$ cat src/rtl/writeback_unit.sv
// Register-file write-port driver: arbitrates execute-stage and memory-stage
// results onto one registered write port, with a one-entry hold for collisions.
module writeback_unit #(
   parameter logic [3:0]  LINK_REG    = 4'd15,
   parameter logic [31:0] LINK_OFFSET = 32'd4
) (
   input  logic        clk,
   input  logic        rst,
   input  logic        alu_valid,
   output logic        alu_ready,
   input  logic [3:0]  alu_rd,
   input  logic [31:0] alu_result,
   input  logic        alu_isCall,
   input  logic [31:0] alu_pc,
   input  logic        mem_valid,
   output logic        mem_ready,
   input  logic [3:0]  mem_rd,
   input  logic [31:0] mem_data,
   input  logic        mem_isLd,
   output logic        wr,
   output logic [3:0]  drAddr,
   output logic [31:0] writeData,
   output logic        busy,
   output logic [15:0] wb_count
);

   logic        holdValid;
   logic [3:0]  holdAddr;
   logic [31:0] holdData;

   logic        aluFire_p0;
   logic        memWrite_p0;
   logic [3:0]  aluAddr_p0;
   logic [31:0] aluData_p0;
   logic        issueVld_p0;
   logic [3:0]  issueAddr_p0;
   logic [31:0] issueData_p0;
   logic        holdLoad_p0;

   // Link address wraps modulo 2^32.
   function automatic logic [31:0] linkAddr(input logic [31:0] pc);
      return pc + LINK_OFFSET;
   endfunction

   assign alu_ready   = !holdValid && !rst;
   assign mem_ready   = !holdValid && !rst;
   assign aluFire_p0  = alu_valid && alu_ready;
   assign memWrite_p0 = mem_valid && mem_ready && mem_isLd;
   assign aluAddr_p0  = alu_isCall ? LINK_REG : alu_rd;
   assign aluData_p0  = alu_isCall ? linkAddr(alu_pc) : alu_result;

   // A load is the older result, so it wins a collision and the ALU waits in hold.
   always_comb begin
      issueVld_p0  = 1'b0;
      issueAddr_p0 = holdAddr;
      issueData_p0 = holdData;
      holdLoad_p0  = 1'b0;
      if (holdValid) begin
         issueVld_p0 = 1'b1;
      end else if (memWrite_p0) begin
         issueVld_p0  = 1'b1;
         issueAddr_p0 = mem_rd;
         issueData_p0 = mem_data;
         holdLoad_p0  = aluFire_p0;
      end else if (aluFire_p0) begin
         issueVld_p0  = 1'b1;
         issueAddr_p0 = aluAddr_p0;
         issueData_p0 = aluData_p0;
      end
   end

   // ---- stage p0 -> write port register ----
   always_ff @(posedge clk) begin
      if (rst) begin
         wr        <= 1'b0;
         drAddr    <= 4'd0;
         writeData <= 32'd0;
         wb_count  <= 16'd0;
         holdValid <= 1'b0;
      end else begin
         wr        <= issueVld_p0;
         holdValid <= holdLoad_p0;
         if (issueVld_p0) begin
            drAddr    <= issueAddr_p0;
            writeData <= issueData_p0;
            wb_count  <= wb_count + 16'd1;
         end
      end
   end

   always_ff @(posedge clk) begin
      if (holdLoad_p0) begin
         holdAddr <= aluAddr_p0;
         holdData <= aluData_p0;
      end
   end

   assign busy = holdValid || wr;

endmodule

$ cat config.mk
export PLATFORM = sky130hd
export DESIGN_NAME = writeback_unit
export DESIGN_NICKNAME = d
export VERILOG_FILES = /design/src/rtl/writeback_unit.sv
export SDC_FILE = /design/constraint.sdc
export NUM_CORES = 1
export LEC_CHECK = 0
export BUFFER_PORTS_ARGS = -buffer_cell sky130_fd_sc_hd__buf_2
export CAP_MARGIN = 20
export CELL_PAD_IN_SITES_DETAIL_PLACEMENT = 0
export CELL_PAD_IN_SITES_GLOBAL_PLACEMENT = 1
export CORE_MARGIN = 5
export CORE_UTILIZATION = 40
export DETAILED_ROUTE_END_ITERATION = 8
export HOLD_SLACK_MARGIN = 0.03
export PLACE_DENSITY = 0.89
export SYNTH_ARGS = -nofsm -noshare
export SYNTH_HDL_FRONTEND = slang
export SYNTH_SLANG_ARGS = --single-unit
$ cat constraint.sdc
create_clock -name clk -period 3.7 [get_ports clk]
set_input_delay 0.37 -clock clk [delete_from_list [all_inputs] [get_ports clk]]
set_output_delay 0.37 -clock clk [all_outputs]
set_load 0.01 [all_outputs]
; ---- After elaboration in Yosys (flattened, before gate mapping)
; Cells that the tools add are included.
[word_totals]
regBits = 90
out_inout_bits = 56
[op_classes]
n_reduce_logical = 7
n_addsub = 2
n_mux = 13
[ops]
columns = operator, n
row1 = 32-bit two-way mux, 4
row2 = 32-bit by 3-bit adder with 32-bit output (second input constant), 1
row3 = 16-bit by 1-bit adder with 16-bit output (second input constant), 1
row4 = 4-bit two-way mux, 4
row5 = 1-bit two-way mux, 5
row6 = 1-bit logical AND, 4
row7 = 1-bit zero test, 2
row8 = 1-bit logical OR, 1

; ---- Logic depth before layout (Yosys ltp)
; Gate-level depths: netlist of the first run.
[logic_depth]
depth_word = 6
mapped_depth = 7

; ---- Worst setup path before layout of the first run
; Ideal clock, no wire load.
[synth_timing]
path_kind = input -> register
from = input mem_isLd
to = register holdAddr[0] (enable)
arrival_time_ns = 1.924
setup_ns = 0.397
required_ns = 3.303
path_slack_ns = 1.379
stages = 4
n_path_buf = 2
cell_sequence = and2_1 > clkbuf_1 > clkbuf_1 > and3_1
[synth_between]
elab_chain_len = 3
[synth_rtl]
columns = item, line
row1 = "start, declared", 19  ; input logic mem_isLd,
row2 = 1-bit logical AND, 48  ; assign memWrite_p0 = mem_valid && mem_ready && mem_isLd;
row3 = 1-bit two-way mux, 60  ; end else if (memWrite_p0) begin
row4 = 1-bit two-way mux, 58  ; if (holdValid) begin
row5 = via holdLoad_p0, 38  ; logic holdLoad_p0;
row6 = "end signal, assigned", 93  ; holdAddr <= aluAddr_p0;
row7 = "end, declared", 28  ; logic [3:0] holdAddr;
; The timed path passes the listed nets, and every way through them passes these cells.
; A chain may end at the register's enable or synchronous reset.

; ---- Final worst setup path of the first run
[layout_timing]
from = register holdValid
to = register writeData[31]
[layout_between]
elab_chain_len = 6
word_cells_on_any_way = 11
classes_between = mux: 6 / reduce/logical: 5
[layout_rtl]
columns = item, line
row1 = "start, declared", 27  ; logic holdValid;
row2 = "start signal, assigned", 82  ; holdValid <= holdLoad_p0;
row3 = 1-bit zero test, "45, 46"
row4 = 1-bit logical AND, "45, 46"
row5 = 1-bit logical AND (on tied branches), "47, 48"
row6 = 32-bit two-way mux (tied with other cells), 65  ; end else if (aluFire_p0) begin
row7 = 32-bit two-way mux or 1-bit two-way mux (tied branches), 60
row8 = 32-bit two-way mux or 1-bit two-way mux (tied branches), 58
row9 = "end signal, assigned", 85  ; writeData <= issueData_p0;
row10 = "end, declared", 22  ; output logic [31:0] writeData,
; Several ways; a longest one is shown, not always the timed one.

==> results by group, run 1 <==
Outcome
  • Outcome: finished clean

Yosys
  • Syn_nets: 620
  • Share of the synthesized area in the top cell type: 0.2299
  • Top-count cell post-synth: nor2_1
  • Post-Syn Instances: about 500
  • FF+latch count, synth: 90
  • Count of different cell masters after synthesis: 59
  • Ys async rst share: 0
  • Top area cells in the synthesized netlist: dfxtp_1 (23%), edfxtp_1 (23%), a21oi_1 (4.8%)
  • Syn Area/Cell: about 9.3 sq um
  • Synth warn: 0
  • Synth Cell Area: roughly 4700 sq um
  • Area leader, netlist: dfxtp_1
  • Post-synth EDFFs: 36
  • Main synth FF type: dfxtp_1
  • Post-synthesis sequential area ratio: 0.4598
  • Commonest cells in the netlist: nor2_1 (56), dfxtp_1 (54), a21oi_1 (45)

Clock network
  • Insertion delay to the later sink of the worst-skew pair: about 0.35 ns
  • Longest Clk Path Bufs: 2
  • Post_cts resized: 0
  • CTS sink count: 90
  • Hold_buf cts: 0
  • CTS buffer count: 9
  • CTS clk-pin slew, worst paths: 0.07 ns
  • H-tree depth: 3
  • Setup Fix Bufs, Post-CTS: 0
  • Clk root buf: clkbuf_16
  • CTS tree: built

Power
  • Clock power frac: 0.371
  • Pleak: approximately 0.0024 uW
  • Power Dens Cells: 402.7 nW/um^2
  • Seq pwr share: 0.469
  • Logic pwr share: 0.160
  • Int Power: ~1700 uW
  • Peak VDD IR: ~0.27 mV
  • NetSw: just under 700 uW
  • Switching part of the total power: 0.2817

Floorplan
  • Die W: between 100 and 150 microns
  • Row count: 39
  • IO Count: 166
  • Initial Util: 0.4100
  • Core footprint: between 10000 and 15000 sq um
  • Die footprint: around 14000 sq um
  • Die height: 118.4 microns

Placement
  • Detail Placement HPWL: 10940 microns
  • Dpl ws: ~1.1 ns
  • Port bufs: about 170
  • Placed Instances: around 790
  • Gpl congestion: roughly 0.90

Worst setup path
  • Worst EP arrival: approximately 2.7 ns
  • CP Class: reg2reg
  • CP Max Fanout: 46
  • Reg2reg end: writeData[31]
  • Crit. End Element: flip-flop
  • Reg2reg path depth: 5
  • Worst EP required: just under 4 ns
  • Reg-to-reg startpoint: holdValid
  • Startpoint types: flip-flop
  • Reg-to-reg slack, setup: approximately 1.2 ns

Routing
  • DR iter-0 viols: between 500 and 600
  • Post-route ant nets: 0
  • Final WL: roughly 15000 microns
  • DRC: 0
  • Routed length per instance: between 15 and 20 microns
  • Via count: roughly 4700
  • Iteration count of the initial detailed-routing pass: 7
  • Vias per inst: just under 6

Cells and area
  • Fin nets: 768
  • ANT cells: 0
  • Fill count: about 1100
  • Area Growth Syn to Fin: 25.97%
  • Layout cells sized above 1: 0.3283
  • Final core utilization: 0.5165
  • Final cell count without fillers: ~800
  • Area of the multi-input gates: 2370 sq um
  • Reg area: ~2200 sq um

STA
  • Setup TNS: 0 ns
  • Clock skew: 0.006905 ns
  • Setup WS post-layout: about 1.2 ns
  • F_max: approximately 400 MHz
  • Final Setup Violations: 0
  • Headroom to the max-slew limit: 0.3682
  • Final min period: ~2.5 ns
  • Final worst path period share: 0.6642
  • Max-slew violations: 0
  • Unrepaired setup endpoints after global routing: no
  • Worst-margin pin slew: 0.9477 ns
  • Final hold violation count: 0

Run
  • MaxCap Viol Count: 0

GRT
  • Total gr overflow: 0
  • Pin count of the biggest net entering global routing: 61
  • First-pass GRT wire length: around 24000 microns
  • Antenna violations before repair: 0
  • Vias in the first global route: around 4600
  • GRT Util Overall: 0.2096

Min path
  • Hold path start: alu_result[29]
  • WHS Endpoint: writeData[29]
  • Min-Delay Path Depth: 2
  • Class of the worst hold path: in2reg
[layout make-up]
cell class,count,share of cell area
clock inverter,7,0.009928
inverter,10,0.006337
tap,143,0.03021
multi-input combinational,372,0.4001
timing repair buffer,173,0.1502
sequential,90,0.3652
clock buffer,9,0.03802
[registers in the layout, indices dropped and copies added (netlist names)]
name and cells:
holdData 32, writeData 32, holdAddr 4, wr 1, drAddr 4, holdValid 1, wb_count 16
[power by group through the flow]
stage	clock (uW)	sequential, uW	combinational (uW)
2_1_floorplan	0	1150	188
3_3_place_gp	0	1140	374
3_5_place_dp	0	1140	379
4_1_cts	899	1120	381
5_1_grt	938	1120	420
6_report	884	1120	383
[routing by layer]
layer	vias to the layer above	wire, microns	global-route usage
met2	218	6989	0.3319
li1	2221	-	-
met3	23	1190	0.04202
met1	2225	6650	0.2847
met5	-	0	0
met4	0	258	0.07796
[through the flow]
stage	power, uW	cell area (sq um)	hold WS (ns)
6_report	2386	5923	0.2650
2_1_floorplan	1335	4702	0.4576
4_1_cts	2398	5912	0.2513
3_5_place_dp	1519	5628	0.4444
3_3_place_gp	1514	5628	0.4439
5_1_grt	2482	5923	0.2765
[critical path, stage by stage (launching register included)]
cell	delay (ns)
dfxtp_2	0.61
nor2_2	0.34
nand2_1	0.38
a221oi_1	0.40
a21oi_1	0.09
or4_1	0.51
[cell usage in the layout (no fill, tap or decap), types with 12 or more instances in the layout]
master    netlist  routed
buf_2           3     165
nand3_1        25      25
a222oi_1       12      12
a21oi_1        45      44
a221oi_1       12      12
o21ai_0        20      20
nor2_1         56      56
nand2_1        43      43
nand4_1        15      15
edfxtp_1       36      36
xor2_1         25      25
dfxtp_1        54      53
[worst max-delay path by stage]
stage | from | to | cells after the start
after CTS | holdValid | writeData[31] | 5
after detailed placement | rst | writeData[31] | 6
after global placement | rst | writeData[31] | 6
after global routing | holdValid | writeData[31] | 5
after floorplan | mem_isLd | holdAddr[0] | 4
final | holdValid | writeData[31] | 5
[logic make-up after synthesis]
kind of cell / after synthesis / share of synthesized area
AND/OR/NAND/NOR: 189 / 0.2065
AO/OA/AOI/OAI: 141 / 0.2134
flip-flops: 90 / 0.4598
buffers and inverters: 46 / 0.03832
XOR/XNOR: 36 / 0.06706
multiplexers: 4 / 0.009579
adder cells (fa/ha/maj): 2 / 0.005321
Power figures use the tool's default switching activity.
==> run 2, diff against run 1 <==
--- a/config.mk
+++ b/config.mk
@@ -5,15 +5,16 @@
 export SDC_FILE = /design/constraint.sdc
 export NUM_CORES = 1
 export LEC_CHECK = 0
+export ABC_AREA = 1
 export BUFFER_PORTS_ARGS = -buffer_cell sky130_fd_sc_hd__buf_2
 export CAP_MARGIN = 20
 export CELL_PAD_IN_SITES_DETAIL_PLACEMENT = 0
 export CELL_PAD_IN_SITES_GLOBAL_PLACEMENT = 1
 export CORE_MARGIN = 5
-export CORE_UTILIZATION = 40
+export CORE_UTILIZATION = 36
 export DETAILED_ROUTE_END_ITERATION = 8
 export HOLD_SLACK_MARGIN = 0.03
-export PLACE_DENSITY = 0.89
+export PLACE_DENSITY = 0.83
 export SYNTH_ARGS = -nofsm -noshare
 export SYNTH_HDL_FRONTEND = slang
 export SYNTH_SLANG_ARGS = --single-unit
==> constraint.sdc (replaced) <==
create_clock -name clk -period 2.5 [get_ports clk]
set_input_delay 0.25 -clock clk [delete_from_list [all_inputs] [get_ports clk]]
set_output_delay 0.25 -clock clk [all_outputs]
set_load 0.01 [all_outputs]
==> results by group, run 2 <==
Yosys
  • Commonest cells in the netlist: nand2_1 (244), inv_1 (60), dfxtp_1 (54)
  • Share of the synthesized area in the top cell type: 0.2053
  • Ys async rst share: 0
  • Synth warn: 0
  • Post-Syn Instances: approximately 730
  • Post-synth EDFFs: 36
  • Syn Area/Cell: 7.185 sq um
  • Post-synthesis sequential area ratio: 0.4105
  • Top area cells in the synthesized netlist: dfxtp_1 (21%), edfxtp_1 (21%), nand2_1 (17%)
  • Main synth FF type: dfxtp_1
  • Syn_nets: between 800 and 900
  • Count of different cell masters after synthesis: 47
  • Top-count cell post-synth: nand2_1
  • Synth Cell Area: ~5300 sq um
  • Area leader, netlist: dfxtp_1
  • FF+latch count, synth: 90

Floorplan
  • Core footprint: 14420 sq um
  • IO Count: approximately 170
  • Die footprint: approximately 17000 sq um
  • Row count: between 40 and 50
  • Die W: 131.0 microns
  • Die height: roughly 130 microns
  • Initial Util: 0.3651

Routing
  • Top layer in use: met4
  • Via count: around 5400
  • DR iter-0 viols: between 300 and 400
  • Post-route ant nets: 0
  • DRC: 0
  • Final WL: around 17000 microns
  • Iteration count of the initial detailed-routing pass: 5
  • DRT met1 WL: around 8300 microns
  • WL met3: around 1000 microns
  • Routed length per instance: ~16 microns
  • Routed wl met2: roughly 7800 microns
  • Vias per inst: ~5.0

Power
  • Total power: about 3500 uW
  • Power Dens Cells: between 500 and 600 nW/um^2
  • Peak VDD IR: between 0.2 and 0.3 mV
  • Clock power frac: 0.367
  • Pleak: between 0.003 and 0.004 uW
  • Seq pwr share: 0.459
  • Switching part of the total power: 0.2824
  • NetSw: 1001 uW
  • Int Power: between 2000 and 3000 uW
  • Logic pwr share: 0.174

Worst setup path
  • CP Class: reg2reg
  • Cell mode on critical path: buf_4
  • Worst EP required: between 2 and 3 ns
  • CP Max Fanout: 26
  • CP startpoint: holdValid
  • Reg-to-reg startpoint: holdValid
  • Worst EP arrival: around 2.0 ns
  • Crit. End Element: flip-flop
  • Largest stage delay on the critical path: between 0.3 and 0.4 ns
  • Worst-path cell chain: inv_2 > nand2_4 > nor2_8 > buf_4 > nor2_4 > buf_4 > o211ai_1 > nand3_1 > nand2_1 > a21oi_1
  • CP max stage cell: buf_4
  • Startpoint types: flip-flop

Clock network
  • Post_cts resized: 0
  • Longest Clk Path Bufs: 2
  • CTS sink count: 90
  • CTS tree: built
  • Hold_buf cts: 0
  • CTS buffer count: 9
  • Setup Fix Bufs, Post-CTS: 0
  • H-tree depth: 3
  • CTS clk-pin slew, worst paths: ~0.070 ns
  • Clk root buf: clkbuf_16
  • Insertion delay to the later sink of the worst-skew pair: around 0.34 ns

Cells and area
  • Area of the multi-input gates: around 2700 sq um
  • Reg area: ~2200 sq um
  • Area Growth Syn to Fin: 24.83%
  • Most frequent cells in the layout: nand2_1 (244), buf_2 (165), inv_1 (60)
  • Fin nets: roughly 1000
  • Commonest non-fill, non-tap cell in the layout: nand2_1
  • Largest registers: holdData x32, writeData x32, wb_count x16
  • ANT cells: 0
  • Layout cells sized above 1: 0.2609
  • Fill count: 1539

STA
  • Clock skew: ~0.012 ns
  • Worst-margin pin slew: slightly above 0.6 ns
  • Setup TNS: 0 ns
  • Headroom to the max-slew limit: 0.5808
  • Max-slew violations: 0
  • Final hold violation count: 0
  • Final min period: about 1.8 ns
  • Unrepaired setup endpoints after global routing: no
  • Setup WS post-layout: roughly 0.67 ns
  • Final worst path period share: 0.7327
  • Final Setup Violations: 0
  • F_max: 546.0 MHz

Placement
  • Detail Placement HPWL: about 13000 microns
  • Port bufs: ~170
  • Gpl congestion: between 0.9 and 1
  • Dpl ws: 0.5245 ns

GRT
  • Pin count of the biggest net entering global routing: 60
  • Antenna violations before repair: 0
  • First-pass GRT wire length: around 26000 microns
  • Vias in the first global route: 5048
  • GRT Util Overall: 0.1993
  • Total gr overflow: 0

Min path
  • Class of the worst hold path: in2reg
  • Hold path start: alu_rd[3]

Run
  • MaxCap Viol Count: 0

Outcome
  • Outcome: finished clean
==> run 2: cell types whose count changed after synthesis, sizes merged, moves of 9 or more <==
cell    before  now
or2          5   21
inv          9   66
a222oi      12    0
clkbuf      30   16
nand3       28   50
nand2       43  248
nand4       16    7
xor2        25    3
o21ai       21   37
==> run 2: cell families after synthesis <==
| kind of cell | synth area share |
|---|---|
| adder cells (fa/ha/maj) | 0.004751 |
| flip-flops | 0.4106 |
| AO/OA/AOI/OAI | 0.1490 |
| XOR/XNOR | 0.009980 |
| AND/OR/NAND/NOR | 0.3523 |
| buffers and inverters | 0.07342 |
==> run 2: per-stage QoR <==
stage / instances / cell area [sq um] / util / hold WS [ns]
2_1_floorplan: 733 / 5269 / - / 0.3380
3_3_place_gp: 1065 / 6296 / 0.4365 / 0.4372
3_5_place_dp: 1065 / 6296 / 0.4365 / 0.4374
4_1_cts: 1081 / 6574 / 0.4558 / 0.1781
5_1_grt: 1081 / 6574 / 0.4558 / 0.1868
6_report: 1081 / 6574 / 0.4558 / 0.1877
==> run 2: power by group through the flow <==
stage | clock network, uW | logic [uW] | registers [uW]
after CTS | 1330 | 624 | 1630
final | 1300 | 616 | 1630
after detailed placement | 0 | 621 | 1660
after global routing | 1400 | 689 | 1630
after floorplan | 0 | 323 | 1680
after global placement | 0 | 619 | 1660
==> run 2: layout make-up <==
| type | instances | share of cell area |
|---|---|---|
| clock buffers | 11 | 0.03692 |
| inverters | 68 | 0.03921 |
| clock inverters | 5 | 0.005329 |
| flip-flops and latches | 90 | 0.3289 |
| repair buffers | 176 | 0.1401 |
| multi-input cells | 547 | 0.4145 |
| well taps | 184 | 0.03502 |
==> run 2: final timing paths <==
path	endpoint	slack, ns	cells after the start
min	holdAddr[3]	0.19	2
max reg2reg	writeData[10]	0.67	10
max	writeData[10]	0.67	10
min reg2reg	writeData[29]	0.45	2
==> run 2: per-layer routing <==
metal,vias to the layer above,track usage
met5,-,0
met4,0,0.04719
met3,14,0.03374
met2,166,0.3112
met1,2436,0.2880
li1,2761,-
==> run 2: critical path, delay by kind of cell, from the launching register on <==
family,cells,cell delay (ns)
buffers and inverters,3,0.65
DFF,1,0.32
AOI/OAI and AO/OA,2,0.19
and+or+nand+nor,5,0.51
==> run 3, diff against run 2 <==
==> constraint.sdc (replaced) <==
create_clock -name clk -period 1.8 [get_ports clk]
set_input_delay 0.18 -clock clk [delete_from_list [all_inputs] [get_ports clk]]
set_output_delay 0.18 -clock clk [all_outputs]
set_load 0.01 [all_outputs]
==> results by group, run 3 (same netlist as run 2, synthesis figures left out) <==
Worst setup path
  • CP startpoint: holdValid
  • Worst-path cell chain: inv_6 > nand2_4 > nor2_8 > nor2_8 > nand2_8 > buf_4 > o21ai_0 > a21o_1 > a21oi_1
  • Reg-to-reg slack, setup: 0.22 ns
  • Reg2reg end: writeData[12]
  • CP max stage cell: dfxtp_4
  • Worst EP required: 2.07 ns
  • End of the critical path: writeData[12]
  • Startpoint types: flip-flop
  • Reg2reg path depth: 9
  • Crit. End Element: flip-flop
  • Cell mode on critical path: nor2_8
  • CP Class: reg2reg
  • Worst EP arrival: approximately 1.9 ns
  • Reg-to-reg startpoint: holdValid
  • Family with the most delay on the worst path: simple AND/OR/NAND/NOR gates
  • CP Max Fanout: 15
  • Largest stage delay on the critical path: roughly 0.36 ns
  • CP Depth: 9
  • Critical path buffers and inverters: 2

Floorplan
  • Die height: between 100 and 150 microns
  • Initial Util: 0.3651
  • Die footprint: ~17000 sq um
  • IO Count: approximately 170
  • Die W: 131.0 microns
  • Row count: 44
  • Core footprint: about 14000 sq um

Cells and area
  • Most frequent cells in the layout: nand2_1 (244), buf_2 (165), inv_1 (59)
  • Layout cells sized above 1: 0.2733
  • Area Growth Syn to Fin: 27.96%
  • Final cell count without fillers: between 1000 and 1500
  • Largest registers: holdData x32, writeData x32, wb_count x16
  • ANT cells: 0
  • Fin nets: about 1000
  • Commonest non-fill, non-tap cell in the layout: nand2_1

Clock network
  • CTS buffer count: 9
  • Longest Clk Path Bufs: 2
  • CTS sink count: 90
  • CTS clk-pin slew, worst paths: around 0.070 ns
  • Setup Fix Bufs, Post-CTS: 0
  • Hold_buf cts: 0
  • CTS tree: built
  • Post_cts resized: 0
  • H-tree depth: 3
  • Insertion delay to the later sink of the worst-skew pair: approximately 0.34 ns
  • Clk root buf: clkbuf_16

STA
  • Hold_ws: roughly 0.12 ns
  • Final min period: approximately 1.6 ns
  • Worst-margin pin slew: around 0.64 ns
  • Headroom to the max-slew limit: 0.5669
  • Final Setup Violations: 0
  • Clock skew: 0.009366 ns
  • Final hold violation count: 0
  • Max-slew violations: 0
  • Final worst path period share: 0.8797
  • Unrepaired setup endpoints after global routing: no
  • F_max: roughly 630 MHz

Run
  • MaxCap Viol Count: 0

Power
  • NetSw: between 1000 and 1500 uW
  • Clock power frac: 0.377
  • Peak VDD IR: 0.4928 mV
  • Seq pwr share: 0.446
  • Logic pwr share: 0.177
  • Pleak: between 0.003 and 0.004 uW
  • Int Power: around 3600 uW
  • Switching part of the total power: 0.2796
  • Power Dens Cells: approximately 750 nW/um^2

Routing
  • Via count: ~5400
  • DR iter-0 viols: 342
  • Post-route ant nets: 0
  • Iteration count of the initial detailed-routing pass: 5
  • DRC: 0
  • Vias per inst: 4.971
  • Final WL: 17490 microns
  • Routed length per instance: between 15 and 20 microns

Placement
  • Detail Placement HPWL: between 10000 and 15000 microns
  • Gpl congestion: roughly 0.93
  • Placed Instances: between 1000 and 1500
  • Port bufs: 165

GRT
  • Vias in the first global route: roughly 5000
  • First-pass GRT wire length: between 20000 and 30000 microns
  • Total gr overflow: 0
  • Antenna violations before repair: 1
  • GRT Util Overall: 0.2005
  • Pin count of the biggest net entering global routing: 37

Outcome
  • Outcome: finished clean

Min path
  • Class of the worst hold path: in2reg
[run 3: cell count changes in the layout (fill, tap and decap cells not counted), sizes merged]
| cell | change |
|---|---|
| inv | -3 |
| clkbuf | +1 |
| buf | +14 |
| clkinvlp | +1 |
| clkinv | +1 |
[run 3: cell type report]
cell class,instances,area (sq um)
Fill cell,1528,7685
Multi-Input combinational cell,547,2725
Sequential cell,90,2166
Timing Repair Buffer,190,1051
Clock buffer,12,267.8
Inverter,68,266.5
Tap cell,184,230.2
Clock inverter,4,32.53
[run 3: power by group through the flow]
stage                     registers (uW)  logic (uW)  clock network (uW)
after floorplan                     2330         452                   0
after global placement              2300         894                   0
after detailed placement            2300         895                   0
after CTS                           2260         898                1940
after global routing                2270         994                2020
final                               2260         895                1910
[run 3: how the worst min path moves through the flow]
stage	start	end	slack [ns]	depth (start not counted)
2_1_floorplan	rst	wr	0.27	1
3_3_place_gp	writeData[24]	writeData[24]	0.44	2
3_5_place_dp	writeData[22]	writeData[22]	0.44	2
4_1_cts	mem_data[0]	writeData[0]	0.11	3
5_1_grt	mem_data[1]	writeData[1]	0.12	3
6_report	alu_rd[3]	holdAddr[3]	0.12	2
[run 3: metrics by stage]
step	worst slack, ns	util	cell area, sq um	power (uW)	TNS (ns)
after floorplan	-0.1784	-	5293	2785	-6.421
after global placement	0.01452	0.4464	6439	3194	0
after detailed placement	0.01170	0.4464	6439	3197	0
after CTS	0.2083	0.4672	6739	5099	0
after global routing	0.08551	0.4672	6739	5277	0
final	0.2165	0.4672	6739	5061	0
[run 3: worst reg2reg max path, stage by stage, from the launching register on]
cell and delay (ns):
dfxtp_4 0.36, inv_6 0.05, nand2_4 0.06, nor2_8 0.20
nor2_8 0.09, nand2_8 0.11, buf_4 0.23, o21ai_0 0.12
a21o_1 0.17, a21oi_1 0.11
[run 3: routing by layer]
metal / track usage / vias up / wire length [microns]
met3: 0.03577 / 19 / 1187
li1: - / 2795 / -
met5: 0 / - / 0
met1: 0.2797 / 2449 / 8099
met4: 0.05929 / 0 / 268
met2: 0.3178 / 180 / 7937
